===== src/rtl/bpfcap_pkg.sv =====
// rtl/bpfcap_pkg.sv - shared types for the packet descriptor scheduler
// Purpose: scheduler state encoding, descriptor record and a length helper.
// Ports: none (package).
package bpfcap_pkg;

  typedef enum logic [1:0] {
    IDLE,
    ISSUE,
    WAIT_DONE
  } sched_state_t;

  typedef struct packed {
    logic [31:0] begin_addr;
    logic [31:0] end_addr;
  } desc_t;

  // Inclusive byte length, one bit wider than an address so that a full
  // 4 GiB span or an end-before-begin wrap cannot alias a legal length.
  function automatic logic [32:0] desc_len(input desc_t d);
    return {1'b0, d.end_addr} - {1'b0, d.begin_addr} + 33'd1;
  endfunction

endpackage


===== src/rtl/desc_fifo.sv =====
// rtl/desc_fifo.sv - first-word-fall-through circular buffer of descriptors
// Purpose: DEPTH-entry descriptor queue; head is valid whenever !empty.
// Ports:
//   clk, reset          clock, synchronous active-high reset
//   push, push_data     write request and descriptor to store
//   pop                 consume the head entry
//   head                current oldest entry (fall-through)
//   full, empty, level  occupancy status
module desc_fifo
  import bpfcap_pkg::*;
#(
  parameter int DEPTH = 16
) (
  input  logic                     clk,
  input  logic                     reset,
  input  logic                     push,
  input  desc_t                    push_data,
  input  logic                     pop,
  output desc_t                    head,
  output logic                     full,
  output logic                     empty,
  output logic [$clog2(DEPTH):0]   level
);

  localparam int AW = $clog2(DEPTH);

  desc_t          mem [DEPTH];
  logic [AW:0]    wr_ptr;
  logic [AW:0]    rd_ptr;
  logic           do_push;
  logic           do_pop;

  // A push into a full queue is accepted when the head leaves the same
  // cycle: the freed slot is the one being written.
  assign do_push = push && (!full || pop);
  assign do_pop  = pop && !empty;

  assign empty = (wr_ptr == rd_ptr);
  assign full  = (wr_ptr[AW] != rd_ptr[AW]) && (wr_ptr[AW-1:0] == rd_ptr[AW-1:0]);
  assign level = wr_ptr - rd_ptr;
  assign head  = mem[rd_ptr[AW-1:0]];

  always_ff @(posedge clk) begin
    if (do_push) begin
      mem[wr_ptr[AW-1:0]] <= push_data;
    end
  end

  always_ff @(posedge clk) begin
    if (reset) begin
      wr_ptr <= '0;
      rd_ptr <= '0;
    end else begin
      if (do_push) begin
        wr_ptr <= wr_ptr + 1'b1;
      end
      if (do_pop) begin
        rd_ptr <= rd_ptr + 1'b1;
      end
    end
  end

endmodule


===== src/rtl/pkt_desc_sched.sv =====
// rtl/pkt_desc_sched.sv - validates, queues and dispatches packet descriptors
// Purpose: ingress descriptor check and queueing, one-at-a-time dispatch to
//          the capture engine with done/timeout handling, statistics.
// Ports:
//   clk, reset                    clock, synchronous active-high reset
//   enable                        allows new dispatches (not enqueue)
//   desc_valid/desc_ready         ingress handshake
//   desc_begin/desc_end           inclusive byte range of the packet
//   pkt_begin/pkt_end/start       dispatch to the engine
//   engine_busy/engine_done       engine status and completion pulse
//   clr_stats                     clears counters and sticky flag
//   level                         queue occupancy
//   pkt_count/drop_count          completed / rejected descriptors
//   timeout_err                   sticky dispatch-timeout flag
module pkt_desc_sched
  import bpfcap_pkg::*;
#(
  parameter int DEPTH   = 16,
  parameter int MAX_LEN = 1518,
  parameter int TIMEOUT = 65535,
  parameter int CW      = 16
) (
  input  logic                     clk,
  input  logic                     reset,
  input  logic                     enable,
  input  logic                     desc_valid,
  output logic                     desc_ready,
  input  logic [31:0]              desc_begin,
  input  logic [31:0]              desc_end,
  output logic [31:0]              pkt_begin,
  output logic [31:0]              pkt_end,
  output logic                     start,
  input  logic                     engine_busy,
  input  logic                     engine_done,
  input  logic                     clr_stats,
  output logic [$clog2(DEPTH):0]   level,
  output logic [CW-1:0]            pkt_count,
  output logic [CW-1:0]            drop_count,
  output logic                     timeout_err
);

  localparam int TW = $clog2(TIMEOUT) + 1;

  sched_state_t   state;
  sched_state_t   state_next;
  desc_t          in_desc;
  desc_t          head;
  logic [32:0]    in_len;
  logic           desc_ok;
  logic           handshake;
  logic           push;
  logic           drop;
  logic           pop;
  logic           full;
  logic           empty;
  logic [TW-1:0]  tcnt;
  logic [TW-1:0]  tcnt_inc;
  logic           tmo_hit;
  logic           done_hit;

  // ---------------- ingress validation ----------------
  assign in_desc   = '{begin_addr: desc_begin, end_addr: desc_end};
  assign in_len    = desc_len(in_desc);
  assign desc_ok   = (desc_end >= desc_begin) && (in_len <= 33'(MAX_LEN));
  // Ready follows registered occupancy only, so a same-cycle pop never
  // opens the door for a push in that cycle.
  assign desc_ready = !full;
  assign handshake = desc_valid && desc_ready;
  assign push      = handshake && desc_ok;
  assign drop      = handshake && !desc_ok;

  desc_fifo #(
    .DEPTH(DEPTH)
  ) u_fifo (
    .clk       (clk),
    .reset     (reset),
    .push      (push),
    .push_data (in_desc),
    .pop       (pop),
    .head      (head),
    .full      (full),
    .empty     (empty),
    .level     (level)
  );

  // ---------------- scheduler FSM ----------------
  assign tcnt_inc = tcnt + TW'(1);

  always_ff @(posedge clk) begin
    if (reset) begin
      state <= IDLE;
    end else begin
      state <= state_next;
    end
  end

  always_comb begin
    state_next = state;
    pop        = 1'b0;
    start      = 1'b0;
    done_hit   = 1'b0;
    tmo_hit    = 1'b0;
    unique case (state)
      IDLE: begin
        if (enable && !empty && !engine_busy) begin
          pop        = 1'b1;
          state_next = ISSUE;
        end
      end
      ISSUE: begin
        start      = 1'b1;
        state_next = WAIT_DONE;
      end
      WAIT_DONE: begin
        // A done arriving on the timeout cycle still counts as done.
        if (engine_done) begin
          done_hit   = 1'b1;
          state_next = IDLE;
        end else if (tcnt_inc == TW'(TIMEOUT - 1)) begin
          tmo_hit    = 1'b1;
          state_next = IDLE;
        end
      end
      default: begin
        state_next = IDLE;
      end
    endcase
  end

  always_ff @(posedge clk) begin
    if (reset) begin
      tcnt <= '0;
    end else if (state == ISSUE) begin
      tcnt <= '0;
    end else if (state == WAIT_DONE) begin
      tcnt <= tcnt_inc;
    end
  end

  // Dispatch registers hold until the next pop overwrites them.
  always_ff @(posedge clk) begin
    if (reset) begin
      pkt_begin <= '0;
      pkt_end   <= '0;
    end else if (pop) begin
      pkt_begin <= head.begin_addr;
      pkt_end   <= head.end_addr;
    end
  end

  // ---------------- statistics ----------------
  // Clear takes priority over a coincident increment; counts saturate.
  always_ff @(posedge clk) begin
    if (reset || clr_stats) begin
      pkt_count   <= '0;
      drop_count  <= '0;
      timeout_err <= 1'b0;
    end else begin
      if (done_hit && (pkt_count != '1)) begin
        pkt_count <= pkt_count + 1'b1;
      end
      if (drop && (drop_count != '1)) begin
        drop_count <= drop_count + 1'b1;
      end
      if (tmo_hit) begin
        timeout_err <= 1'b1;
      end
    end
  end

endmodule


===== config.mk =====
export PLATFORM = sky130hd
export DESIGN_NAME = pkt_desc_sched
export DESIGN_NICKNAME = d
export VERILOG_FILES = /design/src/rtl/bpfcap_pkg.sv /design/src/rtl/desc_fifo.sv /design/src/rtl/pkt_desc_sched.sv
export SDC_FILE = /design/constraint.sdc
export NUM_CORES = 1
export LEC_CHECK = 0
export CAP_MARGIN = 15
export CORE_MARGIN = 4
export CORE_UTILIZATION = 34
export DETAILED_ROUTE_END_ITERATION = 10
export GPL_TIMING_DRIVEN = 0
export PLACE_DENSITY_LB_ADDON = 0.12
export SYNTH_ARGS = -nofsm -noshare
export SYNTH_HDL_FRONTEND = slang
export SYNTH_SLANG_ARGS = --single-unit

===== constraint.sdc =====
create_clock -name clk -period 20 [get_ports clk]
set_input_delay 4 -clock clk [delete_from_list [all_inputs] [get_ports clk]]
set_output_delay 4 -clock clk [all_outputs]
set_load 0.005 [all_outputs]

* Word-level counts from Yosys, hierarchy flattened *
Memories as Yosys holds them, arrays and structs flattened. A register that Yosys moved wholly into a read port is not among the register bits.
Index checks and enable logic that the tools add are counted.

word-level totals
  flip-flop bits (word level) = 62
  RAM bits = 1,024
  output and inout bits = 104
  word-level logic and storage cells = 62
  memories = 1

cells by class
  $add $sub $neg = 8
  order comparisons = 2
  equality and inequality tests = 10
  muxes and demuxes = 14
  reductions and logical operators = 20

memory list
  name        words  bits a word  rd ports  clocked after Yosys merged registers in  write ports  line             text
  u_fifo.mem  16     64           1         1                                        1            desc_fifo.sv:27  desc_t mem [DEPTH];

operator list
  operator               count
  $add 33x1->33 const B  1
  $le 33x11->1 const B   1
  $sub 32x32->33         1
  $add 16x1->16 const B  2
  $ge 32x32->1           1
  $ne 16x16->1 const B   2
  $add 17x1->17 const B  1
  $eq 17x16->1 const B   1
  $logic_and 1x1->1      11
  $add 5x1->5 const B    2
  $mux 1                 10
  $mux 2                 3
  $pmux 2 s3             1
  $eq 5x5->1             1
  $sub 5x5->5            1
  $eq 4x4->1             1
  $logic_not 1->1        4
  $ne 3x3->1 const B     1
  $eq 2x1->1 const B     1
  $eq 2x2->1 const B     1
  $logic_not 2->1        1
  $logic_or 1x1->1       2
  $ne 2x2->1 const B     1
  $reduce_and 2->1       1
  2 further kinds        2

* Logic depth before layout (Yosys ltp) *
Gate-level depths: netlist of run 1.

  depth after elaboration = 10
  mapped depth = 18

* Cells and area by module *
Synthesis of run 1 repeated with hierarchy kept, for this count alone.

unflattened totals
  cells, all modules = 2,739
  area, all modules = 47,261.6 um^2

modules (own cells, without submodules)
  module          instances  cells each  area each (um^2)  seq. area each (um^2)
  desc_fifo       1          1,660       39,036.2          31,029.8
  pkt_desc_sched  1          1,079       8,225.4           2,322.2

* Worst setup path after synthesis of run 1 *
Ideal clock, no wire load.

  path type = input-to-reg
  start = input port desc_begin[1]
  end = memory u_fifo.mem[3][0] in the netlist's numbering (enable)
  library setup time = 565 ps
  arrival time = 11,281 ps
  data required time = 19,435 ps
  setup slack = 8,154 ps
  stages on the path = 16
  cells stage by stage = inv_1 -> ha_1 -> inv_1 -> ha_1 -> inv_1 -> fa_1 -> o21bai_1 -> a21o_1 -> a41oi_2 -> o31ai_1 -> mux2i_1 -> nand2_1 -> a2111oi_0 -> and4_1 -> nand4_1 -> nor3_1

between the ends
  word-level cells in the longest chain between the ends = 8

ends and longest elaborated chain
  what                              line                  text
  from (decl)                       pkt_desc_sched.sv:28  input logic [31:0] desc_begin,
  $sub 32x32->33                    bpfcap_pkg.sv:20      return {1'b0, d.end_addr} - {1'b0, d.begin_addr} + 33'd1;
  $add 33x1->33                     bpfcap_pkg.sv:20
  $le 33x11->1                      pkt_desc_sched.sv:64  assign desc_ok = (desc_end >= desc_begin) && (in_len <= 33'(MAX_LEN));
  $logic_and 1x1->1 (*)             pkt_desc_sched.sv:64
  $logic_and 1x1->1 (*)             pkt_desc_sched.sv:69  assign push = handshake && desc_ok;
  $logic_and 1x1->1 (*)             desc_fifo.sv:35       assign do_push = push && (!full || pop);
  $mux 1 (*)                        desc_fifo.sv:44       if (do_push) begin
  $mux 1 (not written as such) (*)  desc_fifo.sv:45       mem[wr_ptr[AW-1:0]] <= push_data;
  to (decl)                         desc_fifo.sv:27

Every way passes the cells marked *; elsewhere a longest branch is shown, timed or not.

* Worst setup path in the final report of run 1 *
  start = input port desc_begin[1]
  end = memory u_fifo.mem[15][37] in the netlist's numbering (enable)

Same word-level chain as after synthesis.

==> results of run 1 <==
-- sequential cells by signal (all words and copies together), names as in the netlist --
signal and flops:
u_fifo.mem 1024, pkt_begin 32, pkt_end 32, tcnt 17, drop_count 16, pkt_count 16, u_fifo.rd_ptr 5, u_fifo.wr_ptr 5
state 2, timeout_err 1
-- cells in the mapped netlist (24+ instances only) --
| master | instances | area [um2] |
|---|---|---|
| edfxtp_1 | 1024 | 30700 |
| xor2_1 | 29 | 254 |
| nand2_1 | 195 | 732 |
| o21ai_0 | 40 | 200 |
| dfxtp_1 | 126 | 2520 |
| buf_1 | 36 | 135 |
| mux4_2 | 320 | 7210 |
| nor2_1 | 75 | 282 |
| clkbuf_1 | 69 | 259 |
| and3_1 | 30 | 188 |
| inv_1 | 97 | 364 |
| nand4_1 | 33 | 206 |
| xnor2_1 | 24 | 210 |
| nand3_1 | 34 | 170 |
| ha_1 | 78 | 976 |
| a21oi_1 | 113 | 566 |
-- power groups by stage --
| stage | Sequential, mW | Combinational [mW] | Clock, mW |
|---|---|---|---|
| 2_1_floorplan | 2.66 | 0.105 | 0 |
| 3_3_place_gp | 2.66 | 0.199 | 0 |
| 3_5_place_dp | 2.66 | 0.203 | 0 |
| 4_1_cts | 2.61 | 0.204 | 2.40 |
| 5_1_grt | 2.61 | 0.226 | 2.50 |
| 6_report | 2.61 | 0.203 | 2.34 |
-- area by class of cell --
class | count | area (um2) | share of cell area
plain buffers | 111 | 427 | 0.00755
clock buffers | 186 | 3680 | 0.0651
clock inverters | 53 | 508 | 0.00899
inverters | 98 | 368 | 0.00651
multi-input cells | 1221 | 13200 | 0.234
flip-flops and latches | 1150 | 33300 | 0.589
well taps | 1794 | 2240 | 0.0397
repair buffers | 235 | 2820 | 0.0499
-- path summary, 6_finish.rpt --
path | from | end | slack (ns)
max | desc_begin[1] | u_fifo.mem[15][37]$_DFFE_PP_ | 9.84
min | pkt_begin[26]$_SDFFE_PP0P_ | pkt_begin[26]$_SDFFE_PP0P_ | 0.45
max reg2reg | u_fifo.rd_ptr[2]$_SDFFE_PP0P_ | pkt_end[22]$_SDFFE_PP0P_ | 13.99
min reg2reg | pkt_begin[26]$_SDFFE_PP0P_ | pkt_begin[26]$_SDFFE_PP0P_ | 0.45
-- worst min-delay path: stages, from the launching register on --
cell and delay [ns]:
dfxtp_1 0.30, nand2_1 0.05, a21oi_1 0.05
-- logic make-up after synthesis --
kind of cell | share of synthesized area
xor+xnor | 0.00984
simple gates | 0.0514
mux | 0.156
compound gates | 0.0332
fa+ha+maj | 0.0279
flops | 0.705
buf+inv | 0.0168
-- cells in the final DEF, fill, tap and decap left out, drive strengths merged, types with 78 or more instances in the layout --
| cell type | instances |
|---|---|
| a21oi | 115 |
| dfxtp | 126 |
| clkdlybuf4s50 | 174 |
| ha | 78 |
| buf | 103 |
| edfxtp | 1024 |
| clkbuf | 255 |
| mux4 | 320 |
| inv | 104 |
| nand2 | 195 |
-- stage by stage --
| stage | hold slack [ns] | setup WS [ns] | utilization | total power, mW |
|---|---|---|---|---|
| final | 0.455 | 9.84 | 0.411 | 5.15 |
| after global routing | 0.467 | 9.49 | 0.411 | 5.33 |
| after CTS | 0.459 | 9.91 | 0.409 | 5.21 |
| after detailed placement | 0.451 | 9.08 | 0.379 | 2.87 |
| after global placement | 0.452 | 0.0150 | 0.372 | 2.86 |
| after floorplan | 0.453 | 8.15 | - | 2.77 |
-- layer usage --
metal,vias up,global-route usage,wire [um]
met1,13600,0.260,60700
li1,11100,-,-
met4,0,0.0477,2660
met3,167,0.0327,6790
met5,-,0,0
met2,670,0.315,67200
==> results.ini, run 1 <==
[status]
status = completed

[pwr]
p_sw_frac = 0.213
net-switching-power_mw = 1.10
clkPwrFrac = 0.454
power_density_mw_per_mm2 = 91.2
p_int_mw = 4.05
power_frac_seq = 0.507
p_leak_nw = 17.7
p_comb_frac = 0.039
ir_drop_mv = 0.0556

[setup_path]
worstPathMaxFanout = 35
cpMostUsedCell = inv_1
critPathLaunchType = input port
worstPathArrival_ns = 10.57
path_depth = 20
critPathTopFamily = buffers and inverters
reg2reg_depth = 11
worstPathCellList = clkdlybuf4s50_1 -> inv_1 -> ha_1 -> inv_1 -> ha_1 -> inv_1 -> fa_1 -> o21bai_1 -> a21o_1 -> a41oi_2 -> o31ai_1 -> mux2i_1 -> nand2_1 -> a2111oi_0 -> and4_1 -> and3_1 -> buf_2 -> buf_2 -> and3_4 -> buf_16
crit_required_ns = 20.42
end_kind = register
slowest_delay_ns = 1.04
cp_slowest_cell = clkdlybuf4s50_1
path_buf_inv = 7
crit_type = in -> reg

[sta]
fmax_mhz = 98.5
fin_crit_ns = 10.16
skew_ns = 0.0252
post-route-period-util = 0.508
drv_slew = 0
max_slew_margin = 0.188
rsz0062_at_grt = false
worst_pin_slew_ns = 1.22
setup_violations = 0
hold_viol = 0
fin_setup_tns_ns = 0

[place]
dp.cells = 4596
dpl-instance-area_mm2 = 0.0521
dp_hpwl_um = 91600
port_buffers = 174
routabilityCongestion = 0.861

[floorplan]
die_w_um = 381
core_area_mm2 = 0.138
initial_utilization = 0.343
design.die.area_mm2 = 0.145
io_pins = 175
die_h_um = 381
placement_rows = 136

[synthesis]
syn_inst = 2580
ys.flop_type = edfxtp_1
async_flop_share = 0
synth_edf_count = 1024
ys_seq_elements = 1150
yosysWarnings = 0
synth_seq_area_share = 0.705
syn_nets = 2746
postSynthAreaPerCell_um2 = 18.3
synth_area_mm2 = 0.0472
ys_types = 82

[min_path]
hold_class = reg -> reg
min_path_cells = 2

[route]
drtAntennaViolNets = 0
drt_iter0_markers = 2047
routedWlPerCell_um = 28.3
vias = 25500
routed_via_density = 5.27
wirelength_um = 137000
drt_pass1_iterations = 5
drcViolationCount = 0

[cts]
cts-buffers-inserted = 131
cts_buffer_depth = 3
cts_sinks = 1150
cts_setup_buffers = 0
htreeDepth = 4
cts_root_buffer = clkbuf_16
cts_tree = built
ctsResizeCount = 0
cts_hold_buf = 0
clk_latency_ns = 0.77
path_clk_slew_ns = 0.05

[finish]
final_cells = 4848
drive_gt1_frac = 0.198
stdcell_area_mm2 = 0.0565
num_antenna_cells = 0
num-nets-final = 3114
fillers = 12300
area_growth_pct = 19.8

[global_routing]
antenna_found_initial = 3
grt_pass1_wl_um = 196000
grt_overflow = 0
grt_max_degree = 36
grt_usage = 0.190
grt_pass1_vias = 26800

[job]
maxCapViolations = 0

Note: power is estimated with default switching activity, not from simulation.
==> inputs of run 2 (changes only) <==
Clock period 20 ns to 9.4 ns, I/O delays scaled along.
==> results.ini, run 2 (synthesized netlist as in run 1, its figures left out) <==
[cts]
cts_tree = built
htreeDepth = 4
cts-buffers-inserted = 130
ctsResizeCount = 0
cts_sinks = 1150
cts_buffer_depth = 3
clk_latency_ns = 0.76
cts_hold_buf = 0
path_clk_slew_ns = 0.05
cts_root_buffer = clkbuf_16
cts_setup_buffers = 0

[min_path]
hold_path_end = pkt_begin[1]$_SDFFE_PP0P_
min_path_cells = 2
worstHoldStart = pkt_begin[1]$_SDFFE_PP0P_
hold_class = reg -> reg

[setup_path]
worstPathArrival_ns = 8.51
crit_required_ns = 9.83
rr_endpoint = u_fifo.mem[14][37]$_DFFE_PP_
crit_type = in -> reg
end_kind = register
rr_startpoint = u_fifo.rd_ptr[1]$_SDFFE_PP0P_
regToRegSetupSlack_ns = 3.29
reg2reg_depth = 13
critPathLaunchType = input port
worstPathMaxFanout = 36

[place]
routabilityCongestion = 0.851
dpl-instance-area_mm2 = 0.0521
dp_hpwl_um = 91300
dp_worst_setup_slack_ns = 0.530
port_buffers = 174

[global_routing]
grt_pass1_vias = 26700
grt_usage = 0.187
grt_overflow = 0
grt_max_degree = 39
antenna_found_initial = 13
grt_pass1_wl_um = 193000

[sta]
worst_pin_slew_ns = 1.17
hold_viol = 0
fmax_mhz = 124
rsz0062_at_grt = false
skew_ns = 0.0310
drv_slew = 0
setup_slack_ns = 1.32
fin_setup_tns_ns = 0
fin_crit_ns = 8.08
post-route-period-util = 0.860
setup_violations = 0
max_slew_margin = 0.217

[pwr]
ir_drop_mv = 0.118
p_leak_nw = 17.7
power_density_mw_per_mm2 = 194
finalPower_mw = 11.0

[route]
wirelength_um = 135000
vias = 25500
routed_via_density = 5.28
routedWlPerCell_um = 27.9
drtAntennaViolNets = 0
drt_pass1_iterations = 5
drt_iter0_markers = 2122
drcViolationCount = 0

[floorplan]
core_area_mm2 = 0.138
die_w_um = 381
design.die.area_mm2 = 0.145
placement_rows = 136
initial_utilization = 0.343
io_pins = 175
die_h_um = 381

[finish]
largest_register_ffs = 1024
fillers = 12300
stdcell_area_mm2 = 0.0565
drive_gt1_frac = 0.198
num-nets-final = 3105
layout_common_cells = edfxtp_1 (1024), mux4_2 (320), nand2_1 (195), clkdlybuf4s50_1 (174), clkbuf_16 (136)
final_common_cell = edfxtp_1
area_growth_pct = 19.7

[job]
maxCapViolations = 0

[status]
status = completed

[run 2: critical path, cell delays in order]
cell and delay (ns):
clkdlybuf4s50_1 1.08, inv_1 0.11, ha_1 0.33, inv_1 0.07
ha_1 0.16, inv_1 0.06, fa_1 0.41, o21bai_1 0.24
a21o_1 0.17, a41oi_2 0.18, o31ai_1 0.59, mux2i_1 0.32
nand2_1 0.10, a2111oi_0 0.57, and4_1 0.42, and3_1 0.19
buf_2 0.19, buf_2 0.24, and3_4 0.78, buf_16 0.31
[run 2: report_power, final]
part	switching, mW	total, mW	internal, mW
combinational	0.293	0.433	0.140
clock	2.03	4.97	2.93
sequential	0.000405	5.56	5.56
[run 2: how the worst max path moves through the flow]
stage                        from                      endpoint  slack [ns]  depth (start not counted)
floorplan           desc_begin[1]   u_fifo.mem[11][0]$_DFFE_PP_        1.24                         16
global placement    desc_begin[1]  u_fifo.mem[11][19]$_DFFE_PP_       -5.46                         17
detailed placement  desc_begin[1]   u_fifo.mem[8][19]$_DFFE_PP_        0.53                         20
CTS                 desc_begin[1]   u_fifo.mem[8][20]$_DFFE_PP_        1.36                         20
global route        desc_begin[1]  u_fifo.mem[14][37]$_DFFE_PP_        1.07                         20
finish              desc_begin[1]  u_fifo.mem[14][37]$_DFFE_PP_        1.32                         20
[run 2: area by class of cell]
class / count / area (um2) / area share
Clock inverter: 65 / 619 / 0.0110
Tap cell: 1794 / 2240 / 0.0397
Multi-Input combinational cell: 1221 / 13200 / 0.234
Sequential cell: 1150 / 33300 / 0.589
Buffer: 111 / 427 / 0.00755
Inverter: 98 / 368 / 0.00651
Timing Repair Buffer: 227 / 2780 / 0.0492
Antenna cell: 1 / 2.50 / 0.0000443
Clock buffer: 171 / 3570 / 0.0633
[run 2: metrics by stage]
stage | hold slack (ns) | instances | util
after floorplan | 0.453 | 2580 | -
after global placement | 0.452 | 4548 | 0.372
after detailed placement | 0.449 | 4588 | 0.379
after CTS | 0.459 | 4824 | 0.409
after global routing | 0.474 | 4837 | 0.410
final | 0.456 | 4838 | 0.410
[run 2: metal layers]
| layer | track usage | share of wire |
|---|---|---|
| met1 | 0.247 | 0.43 |
| met2 | 0.320 | 0.50 |
| met3 | 0.0345 | 0.048 |
| met4 | 0.0440 | 0.021 |
| met5 | 0 | 0.00016 |
==> inputs of run 3 (changes only) <==
Settings changed: HOLD_SLACK_MARGIN set to 0.08.
==> results of run 3 <==
No change in the layout: final DEF, timing and power equal those of run 2.
